<file path="config.mk">
export PLATFORM = sky130hd
export DESIGN_NAME = dmem_port_arbiter
export DESIGN_NICKNAME = d
export VERILOG_FILES = /design/src/rtl/dmem_port_arbiter.sv
export SDC_FILE = /design/constraint.sdc
export NUM_CORES = 1
export LEC_CHECK = 0
export CAP_MARGIN = 25
export CORE_MARGIN = 10
export CORE_UTILIZATION = 50
export CTS_BUF_LIST = sky130_fd_sc_hd__clkbuf_8
export CTS_CLUSTER_SIZE = 25
export DETAILED_ROUTE_END_ITERATION = 10
export PLACE_DENSITY = 0.83
export SETUP_SLACK_MARGIN = 0.05
export SKIP_LAST_GASP = 1
export SLEW_MARGIN = 5
export SYNTH_ARGS = -nofsm -noshare
export SYNTH_HDL_FRONTEND = slang
export SYNTH_SLANG_ARGS = --single-unit
</file>
<file path="constraint.sdc">
create_clock -name clk -period 2.3 [get_ports clk]
set_clock_uncertainty 0.15 [all_clocks]
set_input_delay 0.46 -clock clk [delete_from_list [all_inputs] [get_ports clk]]
set_output_delay 0.46 -clock clk [all_outputs]
set_load 0.005 [all_outputs]
</file>
<file path="src/rtl/dmem_port_arbiter.sv">
// Round-robin arbiter that shares a byte-wide synchronous RAM between two requesters,
// sequencing byte/half/word accesses as big-endian byte cycles with load extension.
module dmem_port_arbiter (
  input  logic        clk,
  input  logic        rst_n,
  input  logic        p0_req,
  input  logic        p0_we,
  input  logic [1:0]  p0_size,
  input  logic        p0_sign,
  input  logic [31:0] p0_addr,
  input  logic [31:0] p0_wdata,
  output logic        p0_ack,
  output logic [31:0] p0_rdata,
  input  logic        p1_req,
  input  logic        p1_we,
  input  logic [1:0]  p1_size,
  input  logic        p1_sign,
  input  logic [31:0] p1_addr,
  input  logic [31:0] p1_wdata,
  output logic        p1_ack,
  output logic [31:0] p1_rdata,
  output logic        busy,
  output logic        mem_en,
  output logic        mem_we,
  output logic [9:0]  mem_addr,
  output logic [7:0]  mem_wdata,
  input  logic [7:0]  mem_rdata
);

  localparam int unsigned AW = 10;
  localparam int unsigned DW = 32;
  localparam int unsigned KW = 3;

  typedef enum logic [1:0] {IDLE, XFER, DRAIN, ACK} state_t;

  state_t          state;
  logic            last_grant;
  logic            gnt;
  logic            we_q;
  logic            sign_q;
  logic [1:0]      size_q;
  logic [KW-1:0]   n_q;
  logic [KW-1:0]   k;
  logic [AW-1:0]   addr_q;
  logic [DW-1:0]   wdata_q;
  logic [23:0]     asm_q;

  logic            sel_c;
  logic            in_we_c;
  logic [1:0]      in_size_c;
  logic            in_sign_c;
  logic [AW-1:0]   in_addr_c;
  logic [DW-1:0]   in_wdata_c;
  logic [KW-1:0]   in_n_c;
  logic [DW-1:0]   fin_c;
  logic [DW-1:0]   result_c;
  logic            addr_hi_unused_c;

  function automatic logic [KW-1:0] num_bytes(input logic [1:0] sz);
    case (sz)
      2'b00:   return KW'(4);
      2'b01:   return KW'(2);
      default: return KW'(1);
    endcase
  endfunction

  // Byte i of an n-byte store, most-significant byte first.
  function automatic logic [7:0] store_byte(input logic [DW-1:0] wd, input logic [KW-1:0] n,
                                            input logic [KW-1:0] i);
    logic [4:0] sh;
    sh = {2'(n - i - KW'(1)), 3'b000};
    return 8'(wd >> sh);
  endfunction

  // Port 1 wins when alone, or in contention when port 0 was granted last.
  assign sel_c      = p1_req & (~p0_req | ~last_grant);
  assign in_we_c    = sel_c ? p1_we : p0_we;
  assign in_size_c  = sel_c ? p1_size : p0_size;
  assign in_sign_c  = sel_c ? p1_sign : p0_sign;
  assign in_addr_c  = sel_c ? p1_addr[AW-1:0] : p0_addr[AW-1:0];
  assign in_wdata_c = sel_c ? p1_wdata : p0_wdata;
  assign in_n_c     = num_bytes(in_size_c);
  assign addr_hi_unused_c = ^{p0_addr[DW-1:AW], p1_addr[DW-1:AW]};

  // Final byte arrives during DRAIN; extend according to the latched size.
  assign fin_c = {asm_q, mem_rdata};

  always_comb begin
    result_c = fin_c;
    case (size_q)
      2'b00:   result_c = fin_c;
      2'b01:   result_c = {{16{sign_q & fin_c[15]}}, fin_c[15:0]};
      default: result_c = {{24{sign_q & fin_c[7]}}, fin_c[7:0]};
    endcase
  end

  // k counts bytes already strobed; byte 0 is launched on the grant edge.
  always_ff @(posedge clk or negedge rst_n) begin
    if (!rst_n) begin
      state      <= IDLE;
      last_grant <= 1'b1;
      gnt        <= 1'b0;
      we_q       <= 1'b0;
      sign_q     <= 1'b0;
      size_q     <= 2'b00;
      n_q        <= '0;
      k          <= '0;
      addr_q     <= '0;
      wdata_q    <= '0;
      asm_q      <= '0;
      p0_ack     <= 1'b0;
      p1_ack     <= 1'b0;
      p0_rdata   <= '0;
      p1_rdata   <= '0;
      busy       <= 1'b0;
      mem_en     <= 1'b0;
      mem_we     <= 1'b0;
      mem_addr   <= '0;
      mem_wdata  <= '0;
    end else begin
      p0_ack <= 1'b0;
      p1_ack <= 1'b0;
      case (state)
        IDLE: begin
          if (p0_req | p1_req) begin
            gnt        <= sel_c;
            last_grant <= sel_c;
            we_q       <= in_we_c;
            size_q     <= in_size_c;
            sign_q     <= in_sign_c;
            addr_q     <= in_addr_c;
            wdata_q    <= in_wdata_c;
            n_q        <= in_n_c;
            k          <= KW'(1);
            asm_q      <= '0;
            mem_en     <= 1'b1;
            mem_we     <= in_we_c;
            mem_addr   <= in_addr_c;
            mem_wdata  <= store_byte(in_wdata_c, in_n_c, KW'(0));
            busy       <= 1'b1;
            state      <= XFER;
          end
        end
        XFER: begin
          if (!we_q && k >= KW'(2)) asm_q <= {asm_q[15:0], mem_rdata};
          if (k == n_q) begin
            mem_en <= 1'b0;
            mem_we <= 1'b0;
            if (we_q) begin
              p0_ack <= ~gnt;
              p1_ack <= gnt;
              state  <= ACK;
            end else begin
              state  <= DRAIN;
            end
          end else begin
            mem_addr  <= addr_q + AW'(k);
            mem_wdata <= store_byte(wdata_q, n_q, k);
            k         <= k + KW'(1);
          end
        end
        DRAIN: begin
          if (gnt) p1_rdata <= result_c;
          else     p0_rdata <= result_c;
          p0_ack <= ~gnt;
          p1_ack <= gnt;
          state  <= ACK;
        end
        ACK: begin
          busy  <= 1'b0;
          k     <= '0;
          state <= IDLE;
        end
        default: state <= IDLE;
      endcase
    end
  end

endmodule

</file>
## Word level (Yosys, flattened, before mapping)

Cells that the tools add are included.

- Memories: 0
- Output and inout bits: 87
- Input bits: 148
- Word-level logic and storage cells: 98
- Latch bits: 0
- Flip-flop bits (word level): 167
- Memory bits (read-only): 0
- RAM bits: 0

- $mul: 0
- Shift operators: 2
- Muxes and demuxes: 35
- Reduce and logical (&&, ||, !) cells: 17
- Bitwise gates (word level): 8
- Magnitude comparators: 1
- Eq/ne operators: 10
- Div/mod/pow operators: 0
- Add/subtract/negate cells: 5

Operators with widths:

| operator | number |
|---|---|
| one-hot mux 32 bit (2 select lines) | 1 |
| right shift 32 x 5 -> 8 bit | 2 |
| two-way mux 24 bit | 2 |
| one-hot mux 24 bit (2 select lines) | 1 |
| two-way mux 32 bit | 1 |
| two-way mux 10 bit | 3 |
| one-hot mux 10 bit (2 select lines) | 1 |
| two-way mux 8 bit | 2 |
| one-hot mux 8 bit (2 select lines) | 1 |
| AND reduction 3 bit | 4 |
| adder 10 x 3 -> 10 bit | 1 |
| two-way mux 1 bit | 10 |
| one-hot mux 1 bit (2 select lines) | 5 |
| AND reduction 2 bit | 5 |
| one-hot mux 3 bit (3 select lines) | 1 |
| != test 2 bit, second input constant | 4 |
| one-hot mux 2 bit (4 select lines) | 1 |
| equality test 2 x 1 -> 1 bit, second input constant | 3 |
| zero test 2 bit | 3 |
| two-way mux 2 bit | 3 |
| two-way mux 3 bit | 2 |
| one-hot mux 3 bit (2 select lines) | 1 |
| equality test 2 bit, second input constant | 2 |
| nonzero test 2 bit | 2 |
| other kinds (11) | 17 |

## Longest topological paths before layout

Gate-level depths: netlist of run 1.

- Word-level depth: 10
- Mapped depth: 9
- Gate-level depth less buffers: 6

## Least setup slack after synthesis of run 1

No wires, ideal clock.

- Path kind: reg-to-reg
- From: register state[0]
- To: register mem_addr[8]
- Cell stages (with the launch flop): 10
- Path buffers: 3
- Data arrival time: 1.856 ns
- Clock period less this slack: 2.132 ns
- Required time: 2.024 ns
- Setup time: 0.126 ns
- Setup slack: 0.168 ns
- Cell sequence: dfrtp_1 inv_1 ha_1 or3b_1 clkbuf_4 nand2_1 or2_1 clkbuf_8 buf_8 a221o_1

- Word-level cells in the longest chain between the ends: 3
- Elaborated cells between the ends (all ways): 7
- Those cells by class: 3 x eq/ne; 1 x mux; 3 x reduce/logical

Ends and longest elaborated chain:

| what | RTL line | text |
|---|---|---|
| from (decl) | 36 | `state_t state;` |
| from (signal assigned) | 100 | `state <= IDLE;` |
| from (signal assigned) | 141 | `state <= XFER;` |
| from (signal assigned) | 152 | `state <= ACK;` |
| equality test 2 x 1 -> 1 bit / zero test 2 bit (equally long branches) | 123 | `case (state)` |
| != test 2 bit (no line) / nonzero test 2 bit (equally long branches) | - |  |
| AND reduction 3 bit (no line) | - |  |
| to (signal assigned) | 138 | `mem_addr <= in_addr_c;` |
| to (signal assigned) | 157 | `mem_addr <= addr_q + AW'(k);` |
| to (decl) | 25 | `output logic [9:0] mem_addr,` |

Several ways; a longest one is shown, not always the timed one.
A chain may end at the register's enable or synchronous reset.

## Worst setup path after layout of run 1

- From: register k[0]
- To: register mem_addr[8]

- Word-level cells in the longest chain between the ends: 3
- Elaborated cells between the ends (all ways): 6
- Those cells by class: 1 x add/sub; 2 x eq/ne; 2 x mux; 1 x reduce/logical

Ends and longest elaborated chain:

| what | RTL line | text |
|---|---|---|
| from (decl) | 43 | `logic [KW-1:0] k;` |
| from (signal assigned) | 159 | `k <= k + KW'(1);` |
| adder 10 x 3 -> 10 bit / equality test 3 bit (equally long branches) | 157, 146 |  |
| two-way mux 10 bit / != test 2 bit (equally long branches) | - |  |
| one-hot mux 10 bit (2 select lines) / AND reduction 3 bit (equally long branches) | - |  |

Several ways; a longest one is shown, not always the timed one. The select of a mux whose other input is x is not followed.

==> results of run 1 <==
final timing paths:
path,startpoint,endpoint
max,k[0],mem_addr[8]
min,p1_rdata[12],p1_rdata[12]
max reg2reg,k[0],mem_addr[8]
min reg2reg,p1_rdata[12],p1_rdata[12]
max in group asynchronous,rst_n,mem_wdata[7]
min in group asynchronous,rst_n,p1_rdata[20]
area by class of cell:
| cell class | instances | area, µm² |
|---|---|---|
| clock inverters | 13 | 109 |
| flip-flops and latches | 166 | 4160 |
| repair buffers | 245 | 2480 |
| multi-input cells | 552 | 3730 |
| fillers | 1234 | 4910 |
| inverters | 6 | 22.5 |
| clock buffers | 19 | 262 |
| well taps | 216 | 270 |
routing by layer:
| layer | GRT usage (%) | vias up |
|---|---|---|
| met1 | 24.9 | 3349 |
| li1 | - | 3216 |
| met2 | 34.9 | 213 |
| met5 | 0 | - |
| met4 | 5.90 | 0 |
| met3 | 6.11 | 22 |
stage by stage:
stage	hold WS (ns)	power, µW	setup TNS (ns)
floorplan	0.0144	8460	0
global placement	0.253	11300	-0.944
detailed placement	0.255	11600	-2.67
CTS	0.337	13600	0
global route	0.359	14600	0
finish	0.331	13600	0
what timing repair did:
action / 4_1_cts / 5_1_grt
gates resized for setup: 1 / 11
hold buffers: 1 / 0
hold endpoints to repair: 36 / 0
setup endpoints to repair: 4 / 42
sequential cells by signal (all words and copies together) (netlist names), 3 cells and up:
signal	cells
addr_q	10
asm_q	24
k	3
mem_addr	10
mem_wdata	8
p0_rdata	32
p1_rdata	32
wdata_q	32
cell usage after synthesis (all sizes together) (2+ instances only):
library cell  count  area share [%]
nand3b            3            0.32
a21boi            3            0.27
a22o              4            0.44
buf              17             2.0
o31ai             5            0.46
nor3              7            0.43
nand2           125             5.7
nand4            26             2.0
nand2b            5            0.38
xor2              4            0.43
and3              4            0.31
or3               2            0.15
o21ai           124             7.6
a221o             9             1.1
o2bb2ai           3            0.32
nand3             5            0.31
inv               6            0.27
dfrtp           165              50
a21bo            24             2.9
nor3b             3            0.34
o22ai            10            0.76
xnor2             2            0.21
or2               2            0.15
mux2i            78             9.5
and3b             2            0.21
nor2b             3            0.23
a21oi            31             1.9
nor2              9            0.41
clkbuf           42             2.2
ha               11             1.7
mux2             30             4.1
cell families (layout without fill, tap and decap cells):
group	Yosys count	count (layout)
adder cells (fa/ha/maj)	12	12
flip-flops	166	166
multiplexers	108	108
AO/OA/AOI/OAI	224	224
AND/OR/NAND/NOR	201	201
buffers and inverters	65	283
XOR/XNOR	7	7
power breakdown:
part,switching (µW),internal [µW]
registers,763,4090
logic,3250,3520
clock network,1060,907
total,5080,8520
worst register-to-register path, cell delays in order, from the launching register on:
cell,delay (ns)
dfrtp_1,0.43
ha_1,0.25
fa_1,0.42
a21oi_2,0.24
nor3_1,0.09
xor2_1,0.14
a221o_1,0.33
==> metrics.md, run 1 <==
| Metric | Value |
|---|---|
| Via count | 6,800 |
| Status | complete, no violations |
| FP Rows | 46 |
| Vias in the first global route | 7,152 |
| Core area | 0.0159 mm² |
| Mux contribution to synthesized area | 13.7% |
| Critical Path, Cell by Cell | ha_1 -> fa_1 -> a21oi_2 -> nor3_1 -> xor2_1 -> a221o_1 |
| Clock sinks | 166 |
| R2R depth | 6 |
| # setup viols final | 0 |
| Met2 WL | 11,400 µm |
| Final core utilization | 69.2% |
| Area of the die | 0.0219 mm² |
| Flop2flop setup slack | 0.15 ns |
| Commonest non-fill, non-tap cells in the layout | 189 x clkdlybuf4s50_1, 165 x dfrtp_1, 124 x nand2_1, 122 x o21ai_0, 78 x mux2i_1 |
| CTS tree | done |
| Setup slack at placement | -0.170 ns |
| Critical path class | register to register |
| Syn Area/Cell | 10.5 µm² |
| Final min period | 2.15 ns |
| Max-capacitance violation count | 0 |
| #FFs+latches synth | 166 |
| Xor/xnor share of the synthesized area | 0.916% |
| Compound-Gate Fraction of Synth Area | 16.9% |
| Max VDD drop | 904 µV |
| Largest net degree at the start of global routing | 77 |
| Synth Cell Area | 0.00819 mm² |
| Worst path max stage delay | 0.43 ns |
| Static Leak | 0.00492 µW |
| Critical path launch point type | register |
| Initial antenna violation count | 0 |
| Pwr/cell area | 1230 mW/mm² |
| CP bufs+invs | 0 |
| Hold Vio Cnt, Final | 0 |
| Die span in x | 148 µm |
| Detailed Route Iter0 Violations | 608 |
| Sequential area share after synthesis | 50.7% |
| Vias per cell | 5.59 |
| Met3 wire length | 1620 µm |
| Hold path cells | 2 |
| Setup ws final | 0.151 ns |
| Crit share post-route | 93.4% |
| Num CTS Buffers | 17 |
| Post-synthesis async set-or-reset flop share | 100% |
| Synth Area in Simple Gates | 11.4% |
| Starting Density | 51.4% |
| DR top layer | met4 |
| Fmax | 465 MHz |
| Clk_lat worst skew | 0.45 ns |
| Largest family of logic cells by synthesized area | compound AO/OA/AOI/OAI gates |
| WL met1 | 9350 µm |
| Placed Instances | 1,184 |
| H-tree Lvls | 4 |
| Syn_nets | 943 |
| Gpl congestion | 0.883 |
| Final nets | 1,148 |
| Number of port buffers | 190 |
| Final Cell Area | 0.0110 mm² |
| Clk slew on worst S/H paths | 0.09 ns |
| Total Routing Usage GR | 20.6% |
| First-pass GRT wire length | 36,700 µm |
| RSZ-0062 raised after global routing | yes |
| Post-synth EDFFs | 0 |
| Setup Fix Bufs, Post-CTS | 0 |
| ANT cells | 0 |
| Die H | 148 µm |
| Routed WL | 22,700 µm |
| Detail Route Antenna Nets | 0 |
| GRT Residual Overflow | 0 |
| Actual slew at the worst max-slew pin | 0.659 ns |
| Min-Delay Path Class | register to register |
| Max transition margin | 56.1% |
| Layout cells sized above 1 | 15.9% |
| Critical Path Stages | 6 |
| Synth unique cells | 63 |
| Ys flop type | dfrtp_1 |
| Synthesis Warnings | 0 |
| Post-Synth Adder-Cell Area | 1.92% |
| Largest fanout on the critical path | 5 |
| Drt drc | 0 |
| Post-Place Cell Area | 0.0106 mm² |
| Max-slew violations | 0 |
| Worst path arrival time | 2.34 ns |
| IO Pins | 235 |
| Slowest library cell on the worst path | dfrtp_1 |
| Hpwl dp | 16,900 µm |
| Per-cell routed wire length | 18.6 µm |
| Family with the most delay on the worst path | adder cells |
| Non-Filler Instances | 1,217 |
| Drt first pass iters | 5 |
| Area Overhead vs Synth | 34.6% |
| Commonest non-fill, non-tap cell in the layout | clkdlybuf4s50_1 |
| Clk buf depth | 2 |
| Root Buffer | clkbuf_8 |
| Worst Path Required | 2.49 ns |
| Syn Inst Count | 783 |
| CP Capture Type | register |
Power figures use the tool's default switching activity.
==> inputs of run 2 (changes only) <==
--- a/config.mk
+++ b/config.mk
@@ -7,11 +7,11 @@
 export LEC_CHECK = 0
 export CAP_MARGIN = 25
 export CORE_MARGIN = 10
-export CORE_UTILIZATION = 50
+export CORE_UTILIZATION = 40
 export CTS_BUF_LIST = sky130_fd_sc_hd__clkbuf_8
 export CTS_CLUSTER_SIZE = 25
 export DETAILED_ROUTE_END_ITERATION = 10
-export PLACE_DENSITY = 0.83
+export PLACE_DENSITY = 0.69
 export SETUP_SLACK_MARGIN = 0.05
 export SKIP_LAST_GASP = 1
 export SLEW_MARGIN = 5
==> metrics.md, run 2 (synthesis gave the netlist of run 1 again) <==
| Metric | Value |
|---|---|
| Root Buffer | clkbuf_8 |
| Clk slew on worst S/H paths | 0.09 ns |
| Drt first pass iters | 5 |
| Max-slew violations | 0 |
| Detail Route Antenna Nets | 0 |
| Placed Instances | 1,239 |
| Via count | 6,688 |
| Hpwl dp | 17,200 µm |
| Area Overhead vs Synth | 35.3% |
| Hold Vio Cnt, Final | 0 |
| Pwr/cell area | 1230 mW/mm² |
| Worst path arrival time | 2.41 ns |
| Per-cell routed wire length | 18.0 µm |
| Largest fanout on the critical path | 8 |
| Worst Path Required | 2.53 ns |
| Non-Filler Instances | 1,273 |
| Number of port buffers | 190 |
| Fmax | 459 MHz |
| Largest net degree at the start of global routing | 77 |
| Sw frac | 36.9% |
| Clk buf depth | 2 |
| H-tree Lvls | 4 |
| Layout cells sized above 1 | 15.4% |
| Final nets | 1,149 |
| # setup viols final | 0 |
| Setup Fix Bufs, Post-CTS | 0 |
| Area of the die | 0.0266 mm² |
| Static Leak | 0.00492 µW |
| P_sw | 5010 µW |
| Commonest non-fill, non-tap cells in the layout | 189 x clkdlybuf4s50_1, 165 x dfrtp_1, 124 x nand2_1, 122 x o21ai_0, 78 x mux2i_1 |
| Register share of total power | 35.6% |
| Final setup TNS | 0 ns |
| IO Pins | 235 |
| Routed WL | 22,900 µm |
| First-pass GRT wire length | 36,600 µm |
| Critical path launch point type | register |
| Initial antenna violation count | 1 |
| Clock sinks | 166 |
| Max VDD drop | 619 µV |
| Vias in the first global route | 6,803 |
| Crit share post-route | 94.8% |
| Max transition margin | 48.8% |
| Critical path class | register to register |
| Max-capacitance violation count | 0 |
| RSZ-0062 raised after global routing | yes |
| Starting Density | 40.6% |
| Final min period | 2.18 ns |
| Detailed Route Iter0 Violations | 402 |
| Vias per cell | 5.25 |
| Drt drc | 0 |
| Die H | 163 µm |
| Total Routing Usage GR | 17.1% |
| Die span in x | 163 µm |
| Biggest regs | p0_rdata (32), p1_rdata (32), wdata_q (32) |
| FP Rows | 52 |
| CP Capture Type | register |
| GRT Residual Overflow | 0 |
| Clk_lat worst skew | 0.45 ns |
| Commonest non-fill, non-tap cell in the layout | clkdlybuf4s50_1 |
| Num CTS Buffers | 17 |
| Final hold slack | 0.216 ns |
| Actual slew at the worst max-slew pin | 0.765 ns |
| Comb power frac | 48.9% |
| Pint | 8570 µW |
| Clock Power Share | 15.5% |
| Status | complete, no violations |
| CTS tree | done |
| Core area | 0.0202 mm² |
| Min-Delay Path Class | input pin to asynchronous set/reset pin |
| Gpl congestion | 0.807 |
-- run 2: timing repair --
item	4_1_cts	5_1_grt
setup endpoints to repair	1	27
hold buffers	1	0
resized for setup	1	3
hold endpoints to repair	165	0
-- run 2: layout make-up --
class                      count  area (µm²)
fill                        1827        9090
sequential                   166        4160
multi-input combinational    552        3710
timing repair buffer         246        2450
tap                          270         338
clock buffer                  19         262
clock inverter                13         134
inverter                       6        22.5
antenna                        1        2.50
-- run 2: per-stage QoR --
stage | worst slack, ns | utilization [%] | power [µW] | instance area [µm²]
2_1_floorplan | 0.168 | - | 8460 | 8190
3_3_place_gp | -0.0952 | 52.9 | 11400 | 10700
3_5_place_dp | -0.119 | 52.9 | 11600 | 10700
4_1_cts | 0.0959 | 54.9 | 13700 | 11100
5_1_grt | 0.00890 | 54.9 | 14600 | 11100
6_report | 0.120 | 55.0 | 13600 | 11100
-- run 2: power by group through the flow --
| stage | Sequential [µW] | Clock (µW) | Combinational [µW] |
|---|---|---|---|
| 5_1_grt | 5000 | 2290 | 7330 |
| 6_report | 4840 | 2100 | 6650 |
| 3_3_place_gp | 4860 | 0 | 6580 |
| 2_1_floorplan | 4790 | 0 | 3670 |
| 3_5_place_dp | 4900 | 0 | 6710 |
| 4_1_cts | 4850 | 2160 | 6730 |
-- run 2: worst paths after layout --
kind	from	end	slack (ns)	cells after the start
setup / recovery	state[0]	mem_wdata[5]	0.12	5
hold / removal	rst_n	p1_rdata[20]	0.22	2
setup reg to reg	state[0]	mem_wdata[5]	0.12	5
hold reg to reg	wdata_q[27]	wdata_q[27]	0.33	2
max in group asynchronous	rst_n	wdata_q[3]	1.13	3
min in group clk	wdata_q[27]	wdata_q[27]	0.33	2
-- run 2: worst max-delay path, cell delays in order (launching register included) --
cell and delay [ns]:
dfrtp_1 0.38, buf_4 0.15, ha_2 0.24, or2b_2 0.34, nor2_1 0.59, a221o_1 0.26
-- run 2: routing by layer --
layer  GRT usage [%]  up-vias  share of wire (%)
met4            4.43        0               0.88
met1            21.4     3233                 43
met2            27.9      212                 48
met3            5.41       18                7.8
met5               0        -                  0
li1                -     3225                  -
